$ cat config.mk
export PLATFORM = sky130hd
export DESIGN_NAME = controle_multiciclo
export DESIGN_NICKNAME = d
export VERILOG_FILES = /design/src/rtl/controle_multiciclo_pkg.sv /design/src/rtl/controle_multiciclo_espera_mem.sv /design/src/rtl/controle_multiciclo.sv
export SDC_FILE = /design/constraint.sdc
export NUM_CORES = 1
export LEC_CHECK = 0
export CORE_MARGIN = 4
export CORE_UTILIZATION = 60
export CTS_CLUSTER_SIZE = 25
export DETAILED_ROUTE_END_ITERATION = 10
export DONT_BUFFER_PORTS = 1
export GPL_TIMING_DRIVEN = 0
export PLACE_DENSITY = 0.79
export SYNTH_ARGS = -nofsm -noshare
export SYNTH_HDL_FRONTEND = slang
export SYNTH_HIERARCHICAL = 1
export SYNTH_SLANG_ARGS = --single-unit
$ cat constraint.sdc
create_clock -name clock -period 8.25 [get_ports clock]
set_clock_uncertainty 0.2 [all_clocks]
set_input_delay 1.65 -clock clock [delete_from_list [all_inputs] [get_ports clock]]
set_output_delay 1.65 -clock clock [all_outputs]
set_load 0.05 [all_outputs]
$ cat src/rtl/controle_multiciclo_pkg.sv
// pkg_controle: opcodes, state encoding, datapath select encodings and the
// per-state Moore control word shared by the multi-cycle controller.
package pkg_controle;

    localparam logic [5:0] OP_R    = 6'b000000;
    localparam logic [5:0] OP_ADDI = 6'b001000;
    localparam logic [5:0] OP_J    = 6'b000010;
    localparam logic [5:0] OP_JAL  = 6'b000011;
    localparam logic [5:0] OP_BEQ  = 6'b000100;
    localparam logic [5:0] OP_BNE  = 6'b000101;
    localparam logic [5:0] OP_LW   = 6'b100011;
    localparam logic [5:0] OP_SW   = 6'b101011;

    typedef enum logic [3:0] {
        INICIO       = 4'd0,
        BUSCA        = 4'd1,
        DECODIFICA   = 4'd2,
        EXEC_R       = 4'd3,
        ESCRITA_R    = 4'd4,
        EXEC_I       = 4'd5,
        ESCRITA_I    = 4'd6,
        CALC_END     = 4'd7,
        LER_MEM      = 4'd8,
        ESCRITA_MEM  = 4'd9,
        ESCREVER_MEM = 4'd10,
        DESVIO       = 4'd11,
        SALTO        = 4'd12,
        SALTO_LIGA   = 4'd13,
        PAUSADO      = 4'd14,
        ERRO         = 4'd15
    } estado_t;

    localparam logic [1:0] ALU_ADD   = 2'b00;
    localparam logic [1:0] ALU_SUB   = 2'b01;
    localparam logic [1:0] ALU_FUNCT = 2'b10;

    localparam logic [1:0] ULA_B_REG      = 2'b00;
    localparam logic [1:0] ULA_B_QUATRO   = 2'b01;
    localparam logic [1:0] ULA_B_IMM      = 2'b10;
    localparam logic [1:0] ULA_B_IMM_DESL = 2'b11;

    localparam logic [1:0] PC_ULA    = 2'b00;
    localparam logic [1:0] PC_ALUOUT = 2'b01;
    localparam logic [1:0] PC_SALTO  = 2'b10;

    localparam logic [1:0] MTR_ALUOUT = 2'b00;
    localparam logic [1:0] MTR_MDR    = 2'b01;
    localparam logic [1:0] MTR_PC     = 2'b10;

    localparam logic [1:0] DEST_RT = 2'b00;
    localparam logic [1:0] DEST_RD = 2'b01;
    localparam logic [1:0] DEST_RA = 2'b10;

    typedef struct packed {
        logic       pc_escrever;
        logic       mem_ler;
        logic       mem_escrever;
        logic       iord;
        logic [1:0] alu_op;
        logic       fonte_ula_a;
        logic [1:0] fonte_ula_b;
        logic [1:0] fonte_pc;
        logic [1:0] memtoreg;
        logic       escrever_reg;
        logic [1:0] reg_destino;
        logic       erro;
    } sinais_t;

    function automatic estado_t despacho(input logic [5:0] op);
        case (op)
            OP_R:          return EXEC_R;
            OP_ADDI:       return EXEC_I;
            OP_LW, OP_SW:  return CALC_END;
            OP_BEQ, OP_BNE: return DESVIO;
            OP_J:          return SALTO;
            OP_JAL:        return SALTO_LIGA;
            default:       return ERRO;
        endcase
    endfunction

    // Only the state-dependent part; mem_pronta/zero gating is added in the top.
    function automatic sinais_t sinais_moore(input estado_t e);
        sinais_t s;
        s = '0;
        case (e)
            BUSCA: begin
                s.mem_ler     = 1'b1;
                s.fonte_ula_b = ULA_B_QUATRO;
                s.alu_op      = ALU_ADD;
                s.fonte_pc    = PC_ULA;
            end
            DECODIFICA: s.fonte_ula_b = ULA_B_IMM_DESL;
            EXEC_R: begin
                s.fonte_ula_a = 1'b1;
                s.fonte_ula_b = ULA_B_REG;
                s.alu_op      = ALU_FUNCT;
            end
            ESCRITA_R: begin
                s.escrever_reg = 1'b1;
                s.reg_destino  = DEST_RD;
                s.memtoreg     = MTR_ALUOUT;
            end
            EXEC_I, CALC_END: begin
                s.fonte_ula_a = 1'b1;
                s.fonte_ula_b = ULA_B_IMM;
                s.alu_op      = ALU_ADD;
            end
            ESCRITA_I: begin
                s.escrever_reg = 1'b1;
                s.reg_destino  = DEST_RT;
                s.memtoreg     = MTR_ALUOUT;
            end
            LER_MEM: begin
                s.mem_ler = 1'b1;
                s.iord    = 1'b1;
            end
            ESCRITA_MEM: begin
                s.escrever_reg = 1'b1;
                s.reg_destino  = DEST_RT;
                s.memtoreg     = MTR_MDR;
            end
            ESCREVER_MEM: begin
                s.mem_escrever = 1'b1;
                s.iord         = 1'b1;
            end
            DESVIO: begin
                s.fonte_ula_a = 1'b1;
                s.fonte_ula_b = ULA_B_REG;
                s.alu_op      = ALU_SUB;
                s.fonte_pc    = PC_ALUOUT;
            end
            SALTO: begin
                s.pc_escrever = 1'b1;
                s.fonte_pc    = PC_SALTO;
            end
            SALTO_LIGA: begin
                s.pc_escrever  = 1'b1;
                s.fonte_pc     = PC_SALTO;
                s.escrever_reg = 1'b1;
                s.reg_destino  = DEST_RA;
                s.memtoreg     = MTR_PC;
            end
            ERRO: s.erro = 1'b1;
            default: ;
        endcase
        return s;
    endfunction

endpackage

$ cat src/rtl/controle_multiciclo_espera_mem.sv
// controle_espera_mem: counts cycles spent waiting on mem_pronta and flags
// expiry on the cycle the count would reach TIMEOUT_MEM (0 disables it).
module controle_espera_mem #(
    parameter int TIMEOUT_MEM = 255
) (
    input  logic clock,
    input  logic reset_n,
    input  logic limpar,
    input  logic incrementar,
    output logic expirou
);
    localparam int W = TIMEOUT_MEM > 1 ? $clog2(TIMEOUT_MEM + 1) : 1;

    logic [W-1:0] cont;

    always_ff @(posedge clock or negedge reset_n) begin
        if (!reset_n)
            cont <= '0;
        else if (limpar)
            cont <= '0;
        else if (incrementar)
            cont <= cont + W'(1);
    end

    assign expirou = (TIMEOUT_MEM != 0) && incrementar && (cont == W'(TIMEOUT_MEM - 1));

endmodule

$ cat src/rtl/controle_multiciclo.sv
// controle_multiciclo: multi-cycle MIPS32 control FSM with memory handshake,
// wait timeout and debugger pause/single-step.
module controle_multiciclo
    import pkg_controle::*;
#(
    parameter int TIMEOUT_MEM = 255,
    parameter int LARG_CONT   = 32
) (
    input  logic                 clock,
    input  logic                 reset_n,
    input  logic [5:0]           opcode,
    input  logic                 zero,
    input  logic                 mem_pronta,
    input  logic                 pausa,
    input  logic                 passo,
    output logic                 pc_escrever,
    output logic                 ir_escrever,
    output logic                 mem_ler,
    output logic                 mem_escrever,
    output logic                 iord,
    output logic [1:0]           c_ALUOp,
    output logic                 fonte_ula_a,
    output logic [1:0]           fonte_ula_b,
    output logic [1:0]           fonte_pc,
    output logic [1:0]           c_memtoreg,
    output logic                 c_escrever_reg,
    output logic [1:0]           c_reg_destino,
    output logic [3:0]           estado,
    output logic                 erro,
    output logic [LARG_CONT-1:0] instr_cont
);
    estado_t atual, prox;
    sinais_t ctl;
    logic    fim, esperando, expirou;

    assign esperando = (atual == BUSCA || atual == LER_MEM || atual == ESCREVER_MEM) && !mem_pronta;

    controle_espera_mem #(.TIMEOUT_MEM(TIMEOUT_MEM)) u_espera (
        .clock       (clock),
        .reset_n     (reset_n),
        .limpar      (prox != atual),
        .incrementar (esperando),
        .expirou     (expirou)
    );

    always_comb begin
        prox = atual;
        fim  = 1'b0;
        case (atual)
            INICIO:       prox = pausa ? PAUSADO : BUSCA;
            BUSCA:        prox = mem_pronta ? DECODIFICA : BUSCA;
            DECODIFICA:   prox = despacho(opcode);
            EXEC_R:       prox = ESCRITA_R;
            EXEC_I:       prox = ESCRITA_I;
            CALC_END:     prox = (opcode == OP_SW) ? ESCREVER_MEM : LER_MEM;
            LER_MEM:      prox = mem_pronta ? ESCRITA_MEM : LER_MEM;
            ESCREVER_MEM: fim  = mem_pronta;
            ESCRITA_R, ESCRITA_I, ESCRITA_MEM, DESVIO, SALTO, SALTO_LIGA: fim = 1'b1;
            PAUSADO:      prox = (passo || !pausa) ? BUSCA : PAUSADO;
            ERRO:         prox = ERRO;
            default:      prox = ERRO;
        endcase
        if (fim)
            prox = pausa ? PAUSADO : BUSCA;
        if (expirou)
            prox = ERRO;
    end

    // ctl is decoded from the next state so it always equals the word for atual.
    always_ff @(posedge clock or negedge reset_n) begin
        if (!reset_n) begin
            atual      <= INICIO;
            ctl        <= '0;
            instr_cont <= '0;
        end else begin
            atual <= prox;
            ctl   <= sinais_moore(prox);
            if (fim)
                instr_cont <= instr_cont + LARG_CONT'(1);
        end
    end

    assign pc_escrever    = ctl.pc_escrever
                          | (atual == BUSCA && mem_pronta)
                          | (atual == DESVIO && (zero ^ opcode[0]));
    assign ir_escrever    = atual == BUSCA && mem_pronta;
    assign mem_ler        = ctl.mem_ler;
    assign mem_escrever   = ctl.mem_escrever;
    assign iord           = ctl.iord;
    assign c_ALUOp        = ctl.alu_op;
    assign fonte_ula_a    = ctl.fonte_ula_a;
    assign fonte_ula_b    = ctl.fonte_ula_b;
    assign fonte_pc       = ctl.fonte_pc;
    assign c_memtoreg     = ctl.memtoreg;
    assign c_escrever_reg = ctl.escrever_reg;
    assign c_reg_destino  = ctl.reg_destino;
    assign estado         = atual;
    assign erro           = ctl.erro;

endmodule

==> impl_metrics.env <==
export IMPL_finalMaxSlewViolations=0
export IMPL_intPower_w=0.000664
export IMPL_reg2reg_slack_ns=4.47
export IMPL_cts_hold_buf=0
export IMPL_yosysSeqAreaShare=0.475
export IMPL_period_needed_ns=4.45
export IMPL_post_route_period_util=0.540
export IMPL_vias_per_cell=5.90
export IMPL_core_area_um2=5110
export IMPL_grt_usage=0.219
export IMPL_min_path_type="reg -> reg"
export IMPL_final_hold_viol_count=0
export IMPL_max_stage_delay_ns=0.65
export IMPL_dp_hpwl_um=4760
export IMPL_die_area_um2=6490
export IMPL_critPathArrivalTime_ns=2.60
export IMPL_clock_sinks=60
export IMPL_route_detailed_drc=0
export IMPL_mostFrequentLayoutCells="60 x dfrtp_1, 27 x nand2_1, 25 x nor2_1, 21 x xnor2_1, 17 x xor2_1"
export IMPL_powerDensity_nw_per_um2=376
export IMPL_worstPathBufferInverterCount=0
export IMPL_synth_flop_cell="dfrtp_1"
export IMPL_synth_avg_cell_area_um2=9.88
export IMPL_cts_buffers=9
export IMPL_gp_congestion=0.863
export IMPL_path_cells="and3_1 -> or3_1"
export IMPL_fin_hold_ws_ns=0.375
export IMPL_netSwitchingFraction=0.483
export IMPL_root_buffer="clkbuf_8"
export IMPL_pwr_share_comb=0.430
export IMPL_postCtsSetupBuffers=0
export IMPL_num_rows=26
export IMPL_avgRoutedWirePerCell_um=15.9
export IMPL_ctsResizeCount=0
export IMPL_crit_slowest_cell="or3_1"
export IMPL_synth_nets=335
export IMPL_fin_nets=346
export IMPL_first_pass_iters=4
export IMPL_yosysWarnings=6
export IMPL_antenna_found_initial=0
export IMPL_path_delay_family="simple AND/OR/NAND/NOR gates"
export IMPL_cts_tree="done"
export IMPL_grt_overflow=0
export IMPL_cap_viol_max_count=0
export IMPL_die_y_um=80.6
export IMPL_final_common_cell="dfrtp_1"
export IMPL_largest_reg_flops=32
export IMPL_io_pins=66
export IMPL_insertedDiodeCount=0
export IMPL_seqPwrFrac=0.396
export IMPL_critPathCaptureType="output pin"
export IMPL_status="finished, final reports clean"
export IMPL_clkPwrFrac=0.174
export IMPL_p_sw_w=0.000620
export IMPL_path_clk_slew_ns=0.06
export IMPL_setup_viol=0
export IMPL_cts_max_level=3
export IMPL_crit_fanout=4
export IMPL_clock_latency_ns=0.34
export IMPL_finalPower_w=0.00128
export IMPL_crit_required_ns=6.40
export IMPL_synthArstFlopShare=1.00
export IMPL_yosysUniqueCellTypes=56
export IMPL_io_buffers=0
export IMPL_syn_inst=320
export IMPL_fin_setup_tns_ns=0
export IMPL_p_leak_nw=1.58
export IMPL_rsz0062_at_grt="no"
export IMPL_ir_drop_mv=0.167
export IMPL_initial_core_util=0.619
export IMPL_clk_path_buf_depth=2
export IMPL_synth_seq_cells=60
export IMPL_worst_slew_pin_slew_ns=0.765
export IMPL_wirelength_um=6470
export IMPL_crit_type="in -> out"
export IMPL_area_growth_pct=8.12
export IMPL_regMostFlops="instr_cont"
export IMPL_grt_pass1_vias=2304
export IMPL_synth_edff_count=0
export IMPL_drive_above_1_share=0.134
export IMPL_slew_limit_headroom=0.490
export IMPL_vias=2395
export IMPL_fmax_mhz=225
export IMPL_grt_pass1_wl_um=10800
export IMPL_dieWidth_um=80.6
export IMPL_syn_area_um2=3160
export IMPL_ant_nets=0
export IMPL_grt_max_degree=61
export IMPL_drt_iter0_drc=161
export IMPL_startpoint_type="input pin"
[power by group through the flow]
| stage | Combinational (W) | Sequential [W] | Clock (W) |
|---|---|---|---|
| global placement | 0.000534 | 0.000512 | 0 |
| finish | 0.000552 | 0.000509 | 0.000223 |
| detailed placement | 0.000546 | 0.000515 | 0 |
| CTS | 0.000548 | 0.000509 | 0.000229 |
| global route | 0.000616 | 0.000516 | 0.000244 |
| floorplan | 0.000455 | 0.000497 | 0 |
[cells in the mapped netlist (2+ instances only)]
cell,n,area share
dfrtp_1,60,0.48
nand2_1,27,0.032
nor2_1,25,0.030
xnor2_1,21,0.058
xor2_1,17,0.047
nor3_1,16,0.025
nand3_1,14,0.022
buf_4,11,0.026
nand4_1,11,0.022
o21ai_0,11,0.017
a21oi_1,10,0.016
and3_1,10,0.020
or3_1,9,0.018
inv_1,8,0.0095
and2_1,5,0.0099
nand2b_1,5,0.0099
nor2b_1,4,0.0079
and4_1,3,0.0083
buf_2,3,0.0047
clkbuf_1,3,0.0036
ha_1,3,0.012
nor4_1,3,0.0059
a21oi_2,2,0.0055
a31oi_1,2,0.0040
buf_6,2,0.0071
inv_2,2,0.0024
nor3b_1,2,0.0047
o21a_1,2,0.0047
o21bai_1,2,0.0047
[cells by family (layout without fill, tap and decap cells)]
| logic type | count (synthesis) | after routing | share of synthesized area |
|---|---|---|---|
| buffers and inverters | 30 | 46 | 0.0550 |
| and+or+nand+nor | 143 | 143 | 0.248 |
| xor gates and xnor gates | 38 | 38 | 0.105 |
| adders and majority gates | 3 | 3 | 0.0119 |
| muxes | 2 | 2 | 0.00673 |
| DFF | 60 | 60 | 0.475 |
| AOI/OAI and AO/OA | 44 | 44 | 0.0978 |
[routing by layer]
metal,wire (um),GRT usage,vias to the layer above
met4,81,0.0642,0
met2,3220,0.358,73
met3,449,0.0863,10
li1,-,-,1139
met5,0,0,-
met1,2720,0.267,1173
[per-stage QoR]
stage | util | std cells | setup slack [ns] | instance area, um^2
after global routing | 0.669 | 406 | 3.77 | 3420
after global placement | 0.636 | 390 | 3.79 | 3250
after floorplan | - | 320 | 3.81 | 3160
after detailed placement | 0.636 | 390 | 3.79 | 3250
final | 0.669 | 406 | 3.80 | 3420
after CTS | 0.669 | 406 | 3.79 | 3420
[cell type report]
| class | count | area [um^2] |
|---|---|---|
| fill | 408 | 1690 |
| sequential | 60 | 1500 |
| multi-input combinational | 230 | 1490 |
| clock buffer | 11 | 141 |
| buffer | 20 | 136 |
| inverter | 10 | 37.5 |
| tap | 70 | 87.6 |
| clock inverter | 5 | 27.5 |
[path summary, 6_finish.rpt]
kind                                  startpoint               end  depth (start not counted)
worst max-delay path                  mem_pronta       pc_escrever                          2
worst min-delay path            u_espera/cont[6]  u_espera/cont[6]                          2
worst max register to register         estado[3]  u_espera/cont[4]                         14
worst min register to register  u_espera/cont[6]  u_espera/cont[6]                          2
max in group asynchronous                reset_n     instr_cont[9]                          0
min in group asynchronous                reset_n         estado[3]                          0
(Power assumes the default switching activity.)
